--- config.mk ---
export PLATFORM = sky130hd
export DESIGN_NAME = soam_sprite_reader
export DESIGN_NICKNAME = d
export VERILOG_FILES = /design/src/rtl/soam_sprite_reader.sv
export SDC_FILE = /design/constraint.sdc
export NUM_CORES = 1
export LEC_CHECK = 0
export BUFFER_PORTS_ARGS = -buffer_cell sky130_fd_sc_hd__buf_2
export CAP_MARGIN = 30
export CORE_ASPECT_RATIO = 0.6
export CORE_MARGIN = 2
export CORE_UTILIZATION = 50
export CTS_CLUSTER_DIAMETER = 150
export DETAILED_ROUTE_END_ITERATION = 16
export GPL_ROUTABILITY_DRIVEN = 0
export GPL_TIMING_DRIVEN = 1
export PLACE_DENSITY = 0.75
export SLEW_MARGIN = 5
export SYNTH_ARGS = -nofsm -noshare
export SYNTH_HDL_FRONTEND = slang
export SYNTH_SLANG_ARGS = --single-unit
--- constraint.sdc ---
create_clock -name Clk -period 7.7 [get_ports Clk]
set_input_delay 1.155 -clock Clk [delete_from_list [all_inputs] [get_ports Clk]]
set_output_delay 1.155 -clock Clk [all_outputs]
set_load 0.05 [all_outputs]
--- src/rtl/soam_sprite_reader.sv ---
// -----------------------------------------------------------------------------
// soam_sprite_reader
//
// Read side of the secondary OAM. After sprite evaluation has filled secondary
// OAM, this block walks it one entry at a time: it issues byte addresses,
// captures the four bytes of each entry (Y, tile, attribute, X) and presents
// the complete entry to the pattern-fetch stage over a valid/ready handshake.
// Done pulses once every entry of the walk has been accepted.
//
// Optional feature macro: SOAM_FILL_EN
//   When defined, every walk covers all slots. Slots at or beyond the sampled
//   count are presented as dummy entries (all bytes 0xFF, Sprite_Dummy=1) and
//   issue no reads. When undefined, only real slots are walked and
//   Sprite_Dummy stays 0.
//
// Ports
//   Clk           clock, rising edge
//   Reset         asynchronous, active-high
//   Start         single-cycle pulse that starts a walk (honoured in IDLE only)
//   Sprite_Count  valid entries in secondary OAM, sampled on Start, saturates
//   SOAM_Data     secondary OAM read data, valid the cycle after SOAM_Rd
//   Fetch_Ready   downstream accepts the presented entry
//   SOAM_Addr     byte address {slot[2:0], byte[1:0]}
//   SOAM_Rd       read strobe
//   Sprite_Y/Tile/Attr/X  captured entry bytes 0..3
//   Sprite_Index  slot number of the presented entry
//   Sprite_Valid  entry presented, held until accepted
//   Sprite_Dummy  presented entry is a filler slot
//   Busy          high whenever not idle
//   Done          one-cycle pulse when the walk completes
// -----------------------------------------------------------------------------
module soam_sprite_reader #(
    parameter int MAX_SPRITES = 8
) (
    input  logic       Clk,
    input  logic       Reset,
    input  logic       Start,
    input  logic [3:0] Sprite_Count,
    input  logic [7:0] SOAM_Data,
    input  logic       Fetch_Ready,
    output logic [4:0] SOAM_Addr,
    output logic       SOAM_Rd,
    output logic [7:0] Sprite_Y,
    output logic [7:0] Sprite_Tile,
    output logic [7:0] Sprite_Attr,
    output logic [7:0] Sprite_X,
    output logic [2:0] Sprite_Index,
    output logic       Sprite_Valid,
    output logic       Sprite_Dummy,
    output logic       Busy,
    output logic       Done
);

`ifdef SOAM_FILL_EN
    localparam bit FILL_EN = 1'b1;
`else
    localparam bit FILL_EN = 1'b0;
`endif

    localparam logic [3:0] MAX_CNT = 4'(MAX_SPRITES);

    typedef enum logic [2:0] {
        S_IDLE,
        S_ADDR,
        S_LAST,
        S_PRESENT,
        S_DONE
    } state_t;

    state_t     state_q, state_d;
    logic [3:0] cnt_q, cnt_d;
    logic [2:0] idx_q, idx_d;
    logic [1:0] b_q, b_d;
    logic [7:0] byte_q [4];
    logic [7:0] byte_d [4];
    logic [2:0] index_q, index_d;
    logic       dummy_q, dummy_d;
    logic [4:0] addr_q, addr_d;
    logic       rd_q, rd_d;
    logic       valid_q, valid_d;
    logic       busy_q, busy_d;
    logic       done_q, done_d;

    logic [3:0] start_cnt;
    logic [3:0] start_len;
    logic [3:0] walk_len;
    logic       cur_real;

    always_comb begin
        start_cnt = (Sprite_Count > MAX_CNT) ? MAX_CNT : Sprite_Count;
        start_len = FILL_EN ? MAX_CNT : start_cnt;
        walk_len  = FILL_EN ? MAX_CNT : cnt_q;
        // A slot is real when it lies below the sampled count; only fill mode
        // ever walks past it.
        cur_real  = ({1'b0, idx_q} < cnt_q);
    end

    always_comb begin
        state_d = state_q;
        cnt_d   = cnt_q;
        idx_d   = idx_q;
        b_d     = b_q;
        index_d = index_q;
        dummy_d = dummy_q;
        for (int i = 0; i < 4; i++) begin
            byte_d[i] = byte_q[i];
        end

        case (state_q)
            S_IDLE: begin
                if (Start) begin
                    cnt_d   = start_cnt;
                    idx_d   = 3'd0;
                    b_d     = 2'd0;
                    state_d = (start_len == 4'd0) ? S_DONE : S_ADDR;
                end
            end
            S_ADDR: begin
                // Data returning now belongs to the address issued last cycle.
                if (cur_real && b_q != 2'd0) begin
                    byte_d[b_q - 2'd1] = SOAM_Data;
                end
                if (b_q == 2'd3) begin
                    state_d = S_LAST;
                end else begin
                    b_d = b_q + 2'd1;
                end
            end
            S_LAST: begin
                if (cur_real) begin
                    byte_d[3] = SOAM_Data;
                end else begin
                    for (int i = 0; i < 4; i++) begin
                        byte_d[i] = 8'hFF;
                    end
                end
                index_d = idx_q;
                dummy_d = FILL_EN && !cur_real;
                state_d = S_PRESENT;
            end
            S_PRESENT: begin
                if (Fetch_Ready) begin
                    if ({1'b0, idx_q} + 4'd1 == walk_len) begin
                        state_d = S_DONE;
                    end else begin
                        idx_d   = idx_q + 3'd1;
                        b_d     = 2'd0;
                        state_d = S_ADDR;
                    end
                end
            end
            S_DONE: begin
                // Start is deliberately not looked at here.
                state_d = S_IDLE;
            end
            default: begin
                state_d = S_IDLE;
            end
        endcase

        // Outputs are registered from the next state so they line up with it.
        busy_d  = (state_d != S_IDLE);
        done_d  = (state_d == S_DONE);
        valid_d = (state_d == S_PRESENT);
        rd_d    = (state_d == S_ADDR) && ({1'b0, idx_d} < cnt_d);
        addr_d  = (state_d == S_ADDR) ? {idx_d, b_d} : addr_q;
    end

    always_ff @(posedge Clk or posedge Reset) begin
        if (Reset) begin
            state_q <= S_IDLE;
            cnt_q   <= 4'd0;
            idx_q   <= 3'd0;
            b_q     <= 2'd0;
            index_q <= 3'd0;
            dummy_q <= 1'b0;
            addr_q  <= 5'd0;
            rd_q    <= 1'b0;
            valid_q <= 1'b0;
            busy_q  <= 1'b0;
            done_q  <= 1'b0;
            for (int i = 0; i < 4; i++) begin
                byte_q[i] <= 8'h00;
            end
        end else begin
            state_q <= state_d;
            cnt_q   <= cnt_d;
            idx_q   <= idx_d;
            b_q     <= b_d;
            index_q <= index_d;
            dummy_q <= dummy_d;
            addr_q  <= addr_d;
            rd_q    <= rd_d;
            valid_q <= valid_d;
            busy_q  <= busy_d;
            done_q  <= done_d;
            for (int i = 0; i < 4; i++) begin
                byte_q[i] <= byte_d[i];
            end
        end
    end

    assign SOAM_Addr    = addr_q;
    assign SOAM_Rd      = rd_q;
    assign Sprite_Y     = byte_q[0];
    assign Sprite_Tile  = byte_q[1];
    assign Sprite_Attr  = byte_q[2];
    assign Sprite_X     = byte_q[3];
    assign Sprite_Index = index_q;
    assign Sprite_Valid = valid_q;
    assign Sprite_Dummy = dummy_q;
    assign Busy         = busy_q;
    assign Done         = done_q;

endmodule

==> summary by stage <==
Synth
In this run, synthesis produced a sequential element count of 56. Summing the areas of all compound-gate instances in the mapped netlist gives 17.9% of the synthesized area. The count of distinct cell types in the synthesized netlist is 45. The number of synthesized flops with an enable pin is 0.

In the synthesized netlist, the number of instances is 229. After Yosys synthesis, XOR and XNOR cells account for 0.697% of the synthesized area. The multiplexer share of the synthesized area is 4.38%. Summing the areas of all and, or, nand and nor instances in the mapped netlist gives 15.2% of the synthesized area. The adder and majority gate portion of the synthesized area is 2.99%. After synthesis, flip-flops and latches occupy 55.7% of the total area. When the netlist entered floorplanning its net count stood at 251.

The mean area per synthesized cell is 11.0 um^2. The total standard cell area after synthesis is 2510 um^2. Among all flip-flop cells after synthesis, the most frequent one is sky130_fd_sc_hd__dfrtp_1.

The async set-or-reset flop fraction in the synthesized netlist is 100%. The Yosys step of the flow raised 0 warnings. After synthesis, the largest family of logic cells by area is compound AO/OA/AOI/OAI gates.

Layout
The multi-input combinational cells in the finished layout cover a total of 1040 um^2. The number of filler cells placed in the layout is 398. From synthesis to final layout, the design area changed by 18.0%. Cells with a size suffix above 1 make up 28.7% of the layout. The number of diodes is 0.

The number of nets in the layout is 311. In the final layout, flip-flops and latches occupy 1400 um^2.

STA
The number of pins with negative max-slew slack in the final report came to 0. The final count of hold timing violations is 0. The worst pin sits at a relative slew slack of 32.0%.

The worst path uses 38.3% of the clock period. For the pin with the worst max-slew slack, the measured transition is 1.02 ns. The worst clock skew is 0.00502 ns. Setup violations remaining at the end of the flow were counted as 0.

Setup repair after global routing left no endpoint under its margin. Setup total negative slack on the finished layout was measured at 0 ns. The maximum clock rate is 339 MHz. The smallest clock period supported by the final layout is computed as 2.95 ns.

Worst setup path
The category of the critical setup timing path is reg -> reg. In this design, the critical path's most frequently occurring cell is sky130_fd_sc_hd__a21oi_1. The critical path's slowest cell is sky130_fd_sc_hd__a21oi_1. Along the worst path, the maximum fanout reaches 14.

STA classifies the critical path endpoint as a flip-flop. The data required time of the critical path is 7.92 ns. Data arrives at the worst endpoint at 3.17 ns. The largest incremental delay on the critical path is 0.81 ns. The nature of the critical path startpoint is a flip-flop.

Traced cell by cell, the critical path runs through ha_1 -> nor2b_1 -> o21ai_0 -> a21oi_1 -> nand2_1 -> a21oi_1 -> a2bb2oi_1.

Die
The full die area is 5630 um^2. The core area is 4710 um^2. For this configuration, the core starts out at a cell density of 53.4%.

The top-level I/O count is 61. The height of the die is 58.9 um. The placement row count is 19. From left edge to right edge, the die measures 95.5 um.

Clock tree
The number of clock buffers added by TritonCTS is 5. The number of resized instances in the post-cts repair step is 0. CTS saw 56 sinks. In this run the deepest clock path goes through 2 buffers. The H-tree was split into 2 levels.

Buffers added to address setup during post-CTS repair amount to 0. The post-CTS clock slew at the launch and capture registers of the worst setup and hold paths is 0.09 ns. The clock root buffer master is sky130_fd_sc_hd__clkbuf_8.

After clock tree synthesis, the flow added hold-fix buffers numbering 0. The clock insertion delay at the later pin of the skew report is 0.30 ns. TritonCTS built the clock tree.

Detailed routing
The met3 wire length is 350 um. The number of antenna-violating nets in the routed design is 0. The routed via count is 1922. The average detailed-routed wire length per instance is 15.5 um. Dividing the detail-routed via count by the number of cells gives 5.46. In this run, the number of DRC markers left after iteration 0 of detailed routing was 146.

The wire length on met2 is 2.10 mm. Summed over all layers, the routed wires come to 5.45 mm. For this block, wires on met1 add up to 2.98 mm. In this run the top signal layer used is met4. The DRC violation count after routing is 0. The pre-antenna-repair detailed-routing pass consisted of 4 iterations.

GRT
The global-route wire length before repair is 8.66 mm. The initial antenna violation count is 0. The via count of the first global-routing pass was 1769. The total congestion overflow is 0. Global routing used 20.6% of the available tracks. Entering global routing, the biggest net connects 57 pins.

Run status
The run finished with clean final reports.

Min path
The class of the most critical hold timing path is reg -> reg.

Job
Max-cap violations in this run came to 0.

Placed design
The post-detailed-placement half-perimeter wirelength is 4.12 mm. The count of input and output buffers is 59.
==> cells in the final DEF, fill, tap and decap left out, types with 3 or more instances in the layout <==
master / n
sky130_fd_sc_hd__a2bb2oi_1: 24
sky130_fd_sc_hd__o21ai_0: 3
sky130_fd_sc_hd__buf_2: 59
sky130_fd_sc_hd__nand2b_1: 8
sky130_fd_sc_hd__ha_1: 6
sky130_fd_sc_hd__nand2_1: 11
sky130_fd_sc_hd__a21oi_1: 18
sky130_fd_sc_hd__o22ai_1: 3
sky130_fd_sc_hd__clkbuf_8: 7
sky130_fd_sc_hd__or3_1: 4
sky130_fd_sc_hd__nor2_1: 32
sky130_fd_sc_hd__mux2_2: 8
sky130_fd_sc_hd__inv_1: 9
sky130_fd_sc_hd__nor2b_1: 4
sky130_fd_sc_hd__dfrtp_1: 56
==> critical path, delay by kind of cell (launching register included) <==
| kind | cells | cell delay (ns) |
|---|---|---|
| AOI/OAI and AO/OA | 4 | 1.72 |
| and+or+nand+nor | 2 | 0.36 |
| adders and majority gates | 1 | 0.30 |
| DFF | 1 | 0.47 |
==> kinds of logic after synthesis <==
| kind of cell | after synthesis |
|---|---|
| adder cells (fa/ha/maj) | 6 |
| buffers and inverters | 18 |
| other | 1 |
| multiplexers | 10 |
| AND/OR/NAND/NOR | 75 |
| AO/OA/AOI/OAI | 61 |
| XOR/XNOR | 2 |
| flip-flops | 56 |
==> synthesized netlist by cell type (2+ instances only) <==
library cell                 n  area share [%]
sky130_fd_sc_hd__nor2b_1     4             1.0
sky130_fd_sc_hd__ha_1        6             3.0
sky130_fd_sc_hd__and3_1      2            0.50
sky130_fd_sc_hd__nand3b_1    2            0.60
sky130_fd_sc_hd__o21a_1      2            0.60
sky130_fd_sc_hd__nand2b_1    8             2.0
sky130_fd_sc_hd__mux2i_1     2            0.80
sky130_fd_sc_hd__dfrtp_1    56              56
sky130_fd_sc_hd__or3_1       4             1.0
sky130_fd_sc_hd__clkbuf_1    3            0.45
sky130_fd_sc_hd__o22ai_1     3            0.75
sky130_fd_sc_hd__nand2_1    11             1.6
sky130_fd_sc_hd__a2bb2oi_1  24             8.4
sky130_fd_sc_hd__nor3_1      2            0.40
sky130_fd_sc_hd__nor2_1     32             4.8
sky130_fd_sc_hd__a21oi_1    18             3.6
sky130_fd_sc_hd__o21ai_0     3            0.60
sky130_fd_sc_hd__mux2_2      8             3.6
sky130_fd_sc_hd__a211oi_1    2            0.60
sky130_fd_sc_hd__buf_2       3            0.60
sky130_fd_sc_hd__inv_1      10             1.5
==> cell type report <==
cell class                      instances  area share, %
Sequential cell                        56           47.3
Clock buffer                            7           3.25
Multi-Input combinational cell        155           35.0
Tap cell                               63           2.66
Timing Repair Buffer                   61           10.6
Inverter                               10           1.27
==> sequential cells by signal (all words and copies together) (netlist names) <==
| register | flops |
|---|---|
| Done | 1 |
| Sprite_Y | 8 |
| state_q | 3 |
| SOAM_Addr | 5 |
| cnt_q | 4 |
| b_q | 2 |
| idx_q | 3 |
| Sprite_Index | 3 |
| Sprite_Attr | 8 |
| SOAM_Rd | 1 |
| Sprite_Valid | 1 |
| Busy | 1 |
| Sprite_X | 8 |
| Sprite_Tile | 8 |
==> metrics by stage <==
step / utilization, % / hold slack (ns) / worst slack, ns / instance area, um^2 / std cells
final: 63.0 / 0.507 / 4.75 / 2970 / 352
after CTS: 63.0 / 0.512 / 4.75 / 2970 / 352
after floorplan: - / 0.476 / 4.86 / 2510 / 229
after global placement: 60.7 / 0.484 / 4.62 / 2860 / 344
after detailed placement: 61.0 / 0.491 / 4.54 / 2870 / 345
after global routing: 63.0 / 0.532 / 4.51 / 2970 / 352
==> worst paths after layout <==
check,start,to,slack [ns],cells after the start
max reg2reg,idx_q[1],Sprite_Y[1],4.75,7
min,Sprite_Index[2],Sprite_Index[2],0.51,1
max,idx_q[1],Sprite_Y[1],4.75,7
min reg2reg,Sprite_Index[2],Sprite_Index[2],0.51,1
max in group asynchronous,Reset,Sprite_X[7],6.22,3
min in group asynchronous,Reset,Sprite_Attr[3],1.03,3
==> routing by layer <==
layer | vias to the layer above | track usage (%)
met3 | 2 | 5.89
met5 | - | 0
met4 | 0 | 4.90
met2 | 62 | 25.7
li1 | 935 | -
met1 | 923 | 34.4
Power is left out: the tool's default activity adds up to more than one toggle a clock period on the data nets, which glitch-free logic cannot reach.
